$ cat config.mk
export PLATFORM = sky130hd
export DESIGN_NAME = dffram_initiator
export DESIGN_NICKNAME = d
export VERILOG_FILES = /design/src/rtl/dffram_pkg.sv /design/src/rtl/dffram_rsp_fifo.sv /design/src/rtl/dffram_initiator.sv
export SDC_FILE = /design/constraint.sdc
export NUM_CORES = 1
export LEC_CHECK = 0
export ABC_AREA = 1
export CORE_MARGIN = 3
export CORE_UTILIZATION = 51
export DETAILED_ROUTE_END_ITERATION = 8
export GPL_ROUTABILITY_DRIVEN = 0
export HOLD_SLACK_MARGIN = 0.06
export PLACE_DENSITY = 0.86
export SLEW_MARGIN = 30
export SYNTH_ARGS = -nofsm -noshare
export SYNTH_HDL_FRONTEND = slang
export SYNTH_SLANG_ARGS = --single-unit
$ cat constraint.sdc
create_clock -name CLK -period 9.17 [get_ports CLK]
set_clock_uncertainty 0.15 [all_clocks]
set_input_delay 0.917 -clock CLK [delete_from_list [all_inputs] [get_ports CLK]]
set_output_delay 0.917 -clock CLK [all_outputs]
set_load 0.05 [all_outputs]
$ cat src/rtl/dffram_pkg.sv
// dffram_pkg: shared types and constants for the DFFRAM request/response front end.
// Contents: response entry layout, default response-buffer depth, default RAM word
// address width and the byte-offset width of a 32-bit word address.
package dffram_pkg;

  // Default number of response-buffer entries (and outstanding-request credit).
  localparam int DEF_DEPTH = 3;

  // Default RAM word-address width (RAM depth is 2**DEF_AW words).
  localparam int DEF_AW = 12;

  // Byte-offset bits inside a 32-bit word; requests must have these bits clear.
  localparam int OFS_W = 2;

  // One buffered response: read data (zero for writes and errors) plus error flag.
  typedef struct packed {
    logic [31:0] rdata;
    logic        err;
  } rsp_entry_t;

  // True when a byte address cannot be served: misaligned, or beyond the RAM.
  function automatic logic addr_is_bad(input logic [31:0] addr, input int aw);
    logic bad;
    bad = 1'b0;
    for (int i = 0; i < 32; i++) begin
      if (i < OFS_W) begin
        if (addr[i]) bad = 1'b1;
      end else if (i >= aw + OFS_W) begin
        if (addr[i]) bad = 1'b1;
      end
    end
    return bad;
  endfunction

endpackage

$ cat src/rtl/dffram_rsp_fifo.sv
// dffram_rsp_fifo: DEPTH-entry synchronous FIFO of rsp_entry_t with occupancy count.
// Ports: clk/rst (async active-high), push + push_entry, pop, head (oldest entry),
//        count (number of valid entries). Push and pop may coincide when non-empty.
module dffram_rsp_fifo
  import dffram_pkg::*;
#(
  parameter int DEPTH = DEF_DEPTH,
  localparam int CW = $clog2(DEPTH + 1),
  localparam int PW = (DEPTH > 1) ? $clog2(DEPTH) : 1
) (
  input  logic          clk,
  input  logic          rst,
  input  logic          push,
  input  rsp_entry_t    push_entry,
  input  logic          pop,
  output rsp_entry_t    head,
  output logic [CW-1:0] count
);

  localparam logic [PW-1:0] LAST_PTR = PW'(DEPTH - 1);
  localparam logic [CW-1:0] FULL_CNT = CW'(DEPTH);

  rsp_entry_t    mem [DEPTH];
  logic [PW-1:0] wr_ptr;
  logic [PW-1:0] rd_ptr;
  logic          do_push;
  logic          do_pop;

  // Pointers wrap explicitly so DEPTH need not be a power of two.
  function automatic logic [PW-1:0] ptr_next(input logic [PW-1:0] p);
    return (p == LAST_PTR) ? '0 : p + PW'(1);
  endfunction

  // Upstream credit keeps us from ever pushing into a full buffer; the guard
  // only stops a misbehaving caller from corrupting the oldest entry.
  assign do_pop  = pop && (count != '0);
  assign do_push = push && ((count != FULL_CNT) || do_pop);

  always_ff @(posedge clk or posedge rst) begin
    if (rst) begin
      wr_ptr <= '0;
      rd_ptr <= '0;
      count  <= '0;
      for (int i = 0; i < DEPTH; i++) begin
        mem[i] <= '0;
      end
    end else begin
      if (do_push) begin
        mem[wr_ptr] <= push_entry;
        wr_ptr      <= ptr_next(wr_ptr);
      end
      if (do_pop) begin
        rd_ptr <= ptr_next(rd_ptr);
      end
      case ({do_push, do_pop})
        2'b10:   count <= count + CW'(1);
        2'b01:   count <= count - CW'(1);
        default: count <= count;
      endcase
    end
  end

  assign head = mem[rd_ptr];

  no_overflow: assert property (@(posedge clk) disable iff (rst)
    !(push && (count == FULL_CNT) && !pop));

endmodule

$ cat src/rtl/dffram_initiator.sv
// dffram_initiator: valid/ready front end that drives a single-port DFFRAM and returns
// in-order responses (rdata, err) two cycles after acceptance with rsp_ready held high.
// Ports: CLK/RST (async active-high); req_* request channel; rsp_* response channel;
//        ram_en/ram_we/ram_a/ram_di to the RAM, ram_do from the RAM (one cycle later).
module dffram_initiator
  import dffram_pkg::*;
#(
  parameter int AW    = DEF_AW,
  parameter int DEPTH = DEF_DEPTH
) (
  input  logic          CLK,
  input  logic          RST,
  input  logic          req_valid,
  output logic          req_ready,
  input  logic          req_we,
  input  logic [3:0]    req_be,
  input  logic [31:0]   req_addr,
  input  logic [31:0]   req_wdata,
  output logic          rsp_valid,
  input  logic          rsp_ready,
  output logic [31:0]   rsp_rdata,
  output logic          rsp_err,
  output logic          ram_en,
  output logic [3:0]    ram_we,
  output logic [AW-1:0] ram_a,
  output logic [31:0]   ram_di,
  input  logic [31:0]   ram_do
);

  localparam int CW = $clog2(DEPTH + 1);
  localparam logic [CW:0] DEPTH_W = (CW + 1)'(DEPTH);

  logic          run;        // low while in reset, high from the first edge after
  logic          fire;
  logic          req_err;
  logic          infl_vld;   // a request was accepted last cycle
  logic          infl_we;
  logic          infl_err;
  logic [CW-1:0] count;
  logic [CW:0]   used;
  logic          pop;
  rsp_entry_t    push_entry;
  rsp_entry_t    head;

  // Credit counts both buffered responses and the one still waiting for ram_do,
  // so every accepted request is guaranteed a buffer slot. rsp_ready is left out
  // on purpose: freed credit shows up only the cycle after the pop.
  assign used      = {1'b0, count} + {{CW{1'b0}}, infl_vld};
  assign req_ready = run && (used < DEPTH_W);
  assign fire      = req_valid && req_ready;
  assign req_err   = addr_is_bad(req_addr, AW);

  // The RAM is driven straight from the accepted request; errored requests never
  // touch it. A write with no byte enables still cycles the RAM as a no-op.
  assign ram_en = fire && !req_err;
  assign ram_we = (ram_en && req_we) ? req_be : 4'b0000;
  assign ram_a  = req_addr[AW+OFS_W-1:OFS_W];
  assign ram_di = req_wdata;

  always_ff @(posedge CLK or posedge RST) begin
    if (RST) begin
      run <= 1'b0;
    end else begin
      run <= 1'b1;
    end
  end

  // Errored requests still pass through this stage so responses stay in order.
  always_ff @(posedge CLK or posedge RST) begin
    if (RST) begin
      infl_vld <= 1'b0;
      infl_we  <= 1'b0;
      infl_err <= 1'b0;
    end else begin
      infl_vld <= fire;
      if (fire) begin
        infl_we  <= req_we;
        infl_err <= req_err;
      end
    end
  end

  // ram_do is only meaningful for a successful read.
  always_comb begin
    push_entry.err   = infl_err;
    push_entry.rdata = (infl_err || infl_we) ? 32'h0 : ram_do;
  end

  assign pop = rsp_valid && rsp_ready;

  dffram_rsp_fifo #(
    .DEPTH (DEPTH)
  ) u_rsp_fifo (
    .clk        (CLK),
    .rst        (RST),
    .push       (infl_vld),
    .push_entry (push_entry),
    .pop        (pop),
    .head       (head),
    .count      (count)
  );

  // Head is masked so idle response outputs read as zero rather than stale data.
  assign rsp_valid = (count != '0);
  assign rsp_rdata = rsp_valid ? head.rdata : 32'h0;
  assign rsp_err   = rsp_valid && head.err;

  ram_only_on_good: assert property (@(posedge CLK) disable iff (RST)
    ram_en |-> (fire && !req_err));

endmodule

==> Yosys cells after proc, flatten, opt, wreduce, memory -nomap -nowiden <==
Cells that the tools add are included.
{ "classes": {"add_sub_neg": 5, "n_mul": 0, "div_mod_pow": 0, "magnitude_cmp": 4, "eq_ne": 5, "shifts": 0, "mux": 32, "n_bitwise": 2, "reduce_logical": 14} }
{ "op_table": {"columns": ["operator", "count"], "rows": [
  ["bitwise mux 99 bit", 1],
  ["2-to-1 mux 33 bit", 3],
  ["binary-select mux 33 bit (select 2 bit)", 1],
  ["demux 33 bit (select 2 bit)", 1],
  ["2-to-1 mux 32 bit", 2],
  ["2-to-1 mux 1 bit", 20],
  ["logical AND 1 bit", 9],
  ["adder 2 x 1 -> 2 bit (second input constant)", 3],
  ["== test 2 bit (second input constant)", 3],
  ["greater-or-equal comparator 3 bit (second input constant)", 2],
  ["NOT 2 -> 3 bit", 2],
  ["2-to-1 mux 2 bit", 2],
  ["2-to-1 mux 4 bit", 1],
  ["one-hot mux 2 bit (2 select lines)", 1],
  ["nonzero test 2 bit", 2],
  ["adder 2 x 1 -> 3 bit", 1],
  ["< comparator 3 x 1 -> 1 bit (second input constant)", 1],
  ["< comparator 3 x 2 -> 1 bit (second input constant)", 1],
  ["== test 2 x 1 -> 1 bit (second input constant)", 1],
  ["logical OR 1 bit", 2],
  ["inequality test 2 bit (second input constant)", 1],
  ["subtractor 2 x 1 -> 2 bit (second input constant)", 1],
  ["logical NOT 1 bit", 1]
]} }
{ "word_totals": {"regBits": 109, "latchBits": 0, "ram_bits": 0, "rom_bits": 0, "in_bits": 105, "out_inout_bits": 84, "memories": 0} }

==> Logic depth before layout (Yosys ltp) <==
{ "depth": {"depth_word": 24, "mapped_depth": 9} }

==> Hierarchy <==
From an unflattened synthesis, not the netlist that was laid out.
{ "hier_totals": {"hier_cells": 867, "hier_area_um2": 6274.8} }
{ "by_module_without_submodules": {"columns": ["mod", "instances", "cells_each", "area_per_inst_um2"], "rows": [
  ["dffram_rsp_fifo", 1, 622, 5037.3],
  ["dffram_initiator", 1, 245, 1237.4]
]} }

==> Least setup slack after synthesis <==
OpenSTA, ideal clock, no wires.
{ "synth_timing": {"path_kind": "input-to-output", "start": "in req_addr[17]", "end": "out ram_we[0]", "arrival_time_ns": 2.038, "t_required_ns": 8.103, "setup_slack_ns": 6.065, "path_stages": 7, "path_cell_list": "inv_1 -> nand2_1 -> nor2_1 -> nand2_1 -> nor2_1 -> nand3_1 -> nor2_1"} }
{ "synth_via": {"elab_chain_len": 19} }
{ "synth_rtl": {"columns": ["element", "line", "source"], "rows": [
  ["start: declaration", "dffram_initiator.sv:17", "input logic [31:0] req_addr,"],
  ["2-to-1 mux 1 bit (15 in a row)", "dffram_pkg.sv:29", "if (addr[i]) bad = 1'b1;"],
  ["logical NOT 1 bit", "dffram_initiator.sv:55", "assign ram_en = fire && !req_err;"],
  ["logical AND 1 bit", "dffram_initiator.sv:55", null],
  ["logical AND 1 bit", "dffram_initiator.sv:56", "assign ram_we = (ram_en && req_we) ? req_be : 4'b0000;"],
  ["2-to-1 mux 4 bit", "dffram_initiator.sv:56", null],
  ["end: declaration", "dffram_initiator.sv:24", "output logic [3:0] ram_we,"]
]} }
Every way passes these cells.

==> Worst setup path in the final report <==
{ "layout_timing": {"start": "reg u_rsp_fifo.rd_ptr[0]", "end": "out rsp_rdata[30]"} }
{ "layout_via": {"elab_chain_len": 5} }
{ "layout_rtl": {"columns": ["element", "line", "source"], "rows": [
  ["start: declaration", "dffram_rsp_fifo.sv:25", "logic [PW-1:0] rd_ptr;"],
  ["start signal: assignment", "dffram_rsp_fifo.sv:53", "rd_ptr <= ptr_next(rd_ptr);"],
  ["NOT 2 -> 3 bit (implied by the code)", "dffram_rsp_fifo.sv:63", "assign head = mem[rd_ptr];"],
  ["binary-select mux 33 bit (select 2 bit)", "dffram_rsp_fifo.sv:63", null],
  ["2-to-1 mux 33 bit (implied by the code) (2 in a row)", "dffram_rsp_fifo.sv:63", null],
  ["2-to-1 mux 32 bit", "dffram_initiator.sv:105", "assign rsp_rdata = rsp_valid ? head.rdata : 32'h0;"],
  ["end: declaration", "dffram_initiator.sv:21", "output logic [31:0] rsp_rdata,"]
]} }
Every way passes these cells. The select of a mux whose other input is x is not followed.

==> results.sh <==
export IMPL_outcome="complete, no violations"
export IMPL_final_cell_mix="nand2_1 (165), dfrtp_1 (108), clkdlybuf4s50_1 (100)"
export IMPL_cp_slowest_stage_delay_ps=840
export IMPL_grt_start_max_net_pins=68
export IMPL_die_x_microns=116
export IMPL_tns_ps=0
export IMPL_htree_levels=3
export IMPL_vias=4619
export IMPL_cpMaxStageDelayCell="clkdlybuf4s50_1"
export IMPL_peakVddDrop_uv=118
export IMPL_worstPathRequired_ps=8100
export IMPL_area_delta_synth_final_pct=14.1
export IMPL_wl_per_cell_microns=14.3
export IMPL_synth_edff_count=0
export IMPL_cp_buffers_inverters=4
export IMPL_netlist_area_sq_um=6180
export IMPL_via_per_inst=5.20
export IMPL_dpl_instance_area_sq_um=6740
export IMPL_worstPathArrival_ps=3100
export IMPL_place_hpwl_microns=7780
export IMPL_rows=39
export IMPL_syn_avg_cell_area_sq_um=8.75
export IMPL_io_buffers=100
export IMPL_crit_path_end_kind="primary output"
export IMPL_p_leak_nw=3.19
export IMPL_hold_violations=0
export IMPL_grt_pass1_vias=4526
export IMPL_setup_viol=0
export IMPL_die_h_microns=116
export IMPL_synth_warnings=0
export IMPL_antenna_cells=0
export IMPL_drt_total_wl_microns=12700
export IMPL_post_cts_resized=0
export IMPL_critPathTopFamily="buffers and inverters"
export IMPL_async_flop_share_pct=100
export IMPL_clock_path_buffers=2
export IMPL_fin_crit_sh_pct=45.4
export IMPL_groute_usage_overall_pct=19.8
export IMPL_crit_chain="inv_1 > nand2_1 > inv_2 > nand2_1 > o211ai_1 > nand2_1 > inv_1 > clkdlybuf4s50_1"
export IMPL_max_freq_mhz=240
export IMPL_cts_tree="done"
export IMPL_clk_pin_slew_ps=70
export IMPL_cts_root_buf="clkbuf_16"
export IMPL_drtIter0Drc=303
export IMPL_ys_ff_latch=109
export IMPL_ioPinCount=189
export IMPL_dieArea_sq_um=13500
export IMPL_period_needed_ps=4160
export IMPL_max_cap_violations=0
export IMPL_netlist_cell_type_count=32
export IMPL_final_common_cell="nand2_1"
export IMPL_final_area_sq_um=7050
export IMPL_worstMarginPinSlew_ps=864
export IMPL_antenna_left=0
export IMPL_initial_core_util_pct=53.2
export IMPL_cts_sinks=109
export IMPL_netlist_instances=706
export IMPL_yosysSeqAreaShare_pct=44.1
export IMPL_synth_flop_cell="dfrtp_1"
export IMPL_drc=0
export IMPL_power_density_nw_per_um2=187
export IMPL_clk_latency_ps=330
export IMPL_synth_nets=814
export IMPL_antenna_found_initial=0
export IMPL_drtPass1Iterations=4
export IMPL_worst_path_most_repeated_cell="nand2_1"
export IMPL_rsz0062_at_grt="no"
export IMPL_grt_pass1_wl_microns=21600
export IMPL_critPathMaxFanout=36
export IMPL_critPathKind="reg -> out"
export IMPL_grt_overflow_total=0
export IMPL_drive_gt1_share_pct=22.3
export IMPL_postCtsSetupRepairBufs=0
export IMPL_crit_path_start_kind="flip-flop"
export IMPL_numCtsBuffers=9
export IMPL_fin_nets=849
export IMPL_coreArea_sq_um=11600
export IMPL_drv_slew=0
export IMPL_hp_class="reg -> reg"
export IMPL_hold_buffers=0
export IMPL_max_slew_margin_rel_pct=42.4
[state kept, by name, summed over array words and instances (netlist names)]
name / cells
u_rsp_fifo.rd_ptr: 2
u_rsp_fifo.count: 2
u_rsp_fifo.mem: 99
infl_err: 1
infl_vld: 1
run: 1
u_rsp_fifo.wr_ptr: 2
infl_we: 1
[cell families after synthesis]
kind of cell	after synthesis	share of synthesized area [%]
flip-flops	109	44.1
buffers and inverters	163	16.6
AND/OR/NAND/NOR	304	23.1
adder cells (fa/ha/maj)	3	0.607
AO/OA/AOI/OAI	124	15.1
XOR/XNOR	2	0.283
other	1	0.0607
[stage by stage]
stage,hold slack [ps],utilization (%),setup WS (ps),power [mW],cells
floorplan,300,-,5230,0.890,706
global placement,313,57.4,5340,0.906,869
detailed placement,319,58.1,5310,0.923,873
CTS,335,60.7,5000,1.32,889
global route,347,60.7,4750,1.37,889
finish,333,60.7,5010,1.32,889
[layer usage]
| layer | part of all wire [%] | global-route usage, % | up-vias |
|---|---|---|---|
| met5 | 0 | 0 | - |
| met1 | 44 | 26.8 | 2207 |
| met3 | 6.2 | 3.83 | 12 |
| met2 | 49 | 32.8 | 140 |
| met4 | 1.2 | 5.41 | 0 |
| li1 | - | - | 2260 |
[layout make-up]
type / instances / area (sq um)
Fill cell: 1002 / 4560
Clock buffer: 10 / 239
Multi-Input combinational cell: 434 / 2430
Inverter: 80 / 305
Clock inverter: 6 / 70.1
Tap cell: 143 / 179
Timing Repair Buffer: 107 / 1100
Sequential cell: 109 / 2730
[worst min-delay path: cells and delay by family (launching register included)]
family | cells | cell delay [ps]
compound gates | 1 | 50
flops | 1 | 340
simple gates | 1 | 60
[where the power goes]
group | switching (mW) | internal, mW
registers | 0.0528 | 0.503
logic | 0.266 | 0.0935
clock network | 0.178 | 0.222
[final timing paths]
check / slack (ps) / to / cells after the start / startpoint
setup reg to reg: 7070 / u_rsp_fifo.mem[74] / 5 / u_rsp_fifo.count[0]
hold / removal: 330 / u_rsp_fifo.mem[96] / 2 / u_rsp_fifo.mem[96]
min in group asynchronous: 860 / u_rsp_fifo.mem[96] / 2 / RST
hold reg to reg: 330 / u_rsp_fifo.mem[96] / 2 / u_rsp_fifo.mem[96]
max in group asynchronous: 6840 / u_rsp_fifo.mem[48] / 3 / RST
setup / recovery: 5010 / rsp_rdata[30] / 8 / u_rsp_fifo.rd_ptr[0]
[Yosys cell counts, types with 3 or more instances]
library cell,n,area share [%]
nand2_1,165,10
dfrtp_1,109,44
inv_1,75,4.6
o21ai_2,71,10
nand2_2,60,6.1
nand3_1,51,4.1
buf_4,45,5.5
nor2_1,19,1.2
o21ai_0,19,1.5
o211ai_1,18,2.2
o21ai_1,14,1.1
buf_2,12,0.97
buf_12,10,3.2
buf_6,4,0.73
clkbuf_1,4,0.24
clkbuf_4,4,0.49
ha_1,3,0.61
inv_2,3,0.18
nand3_4,3,0.85
(Power assumes the default switching activity.)
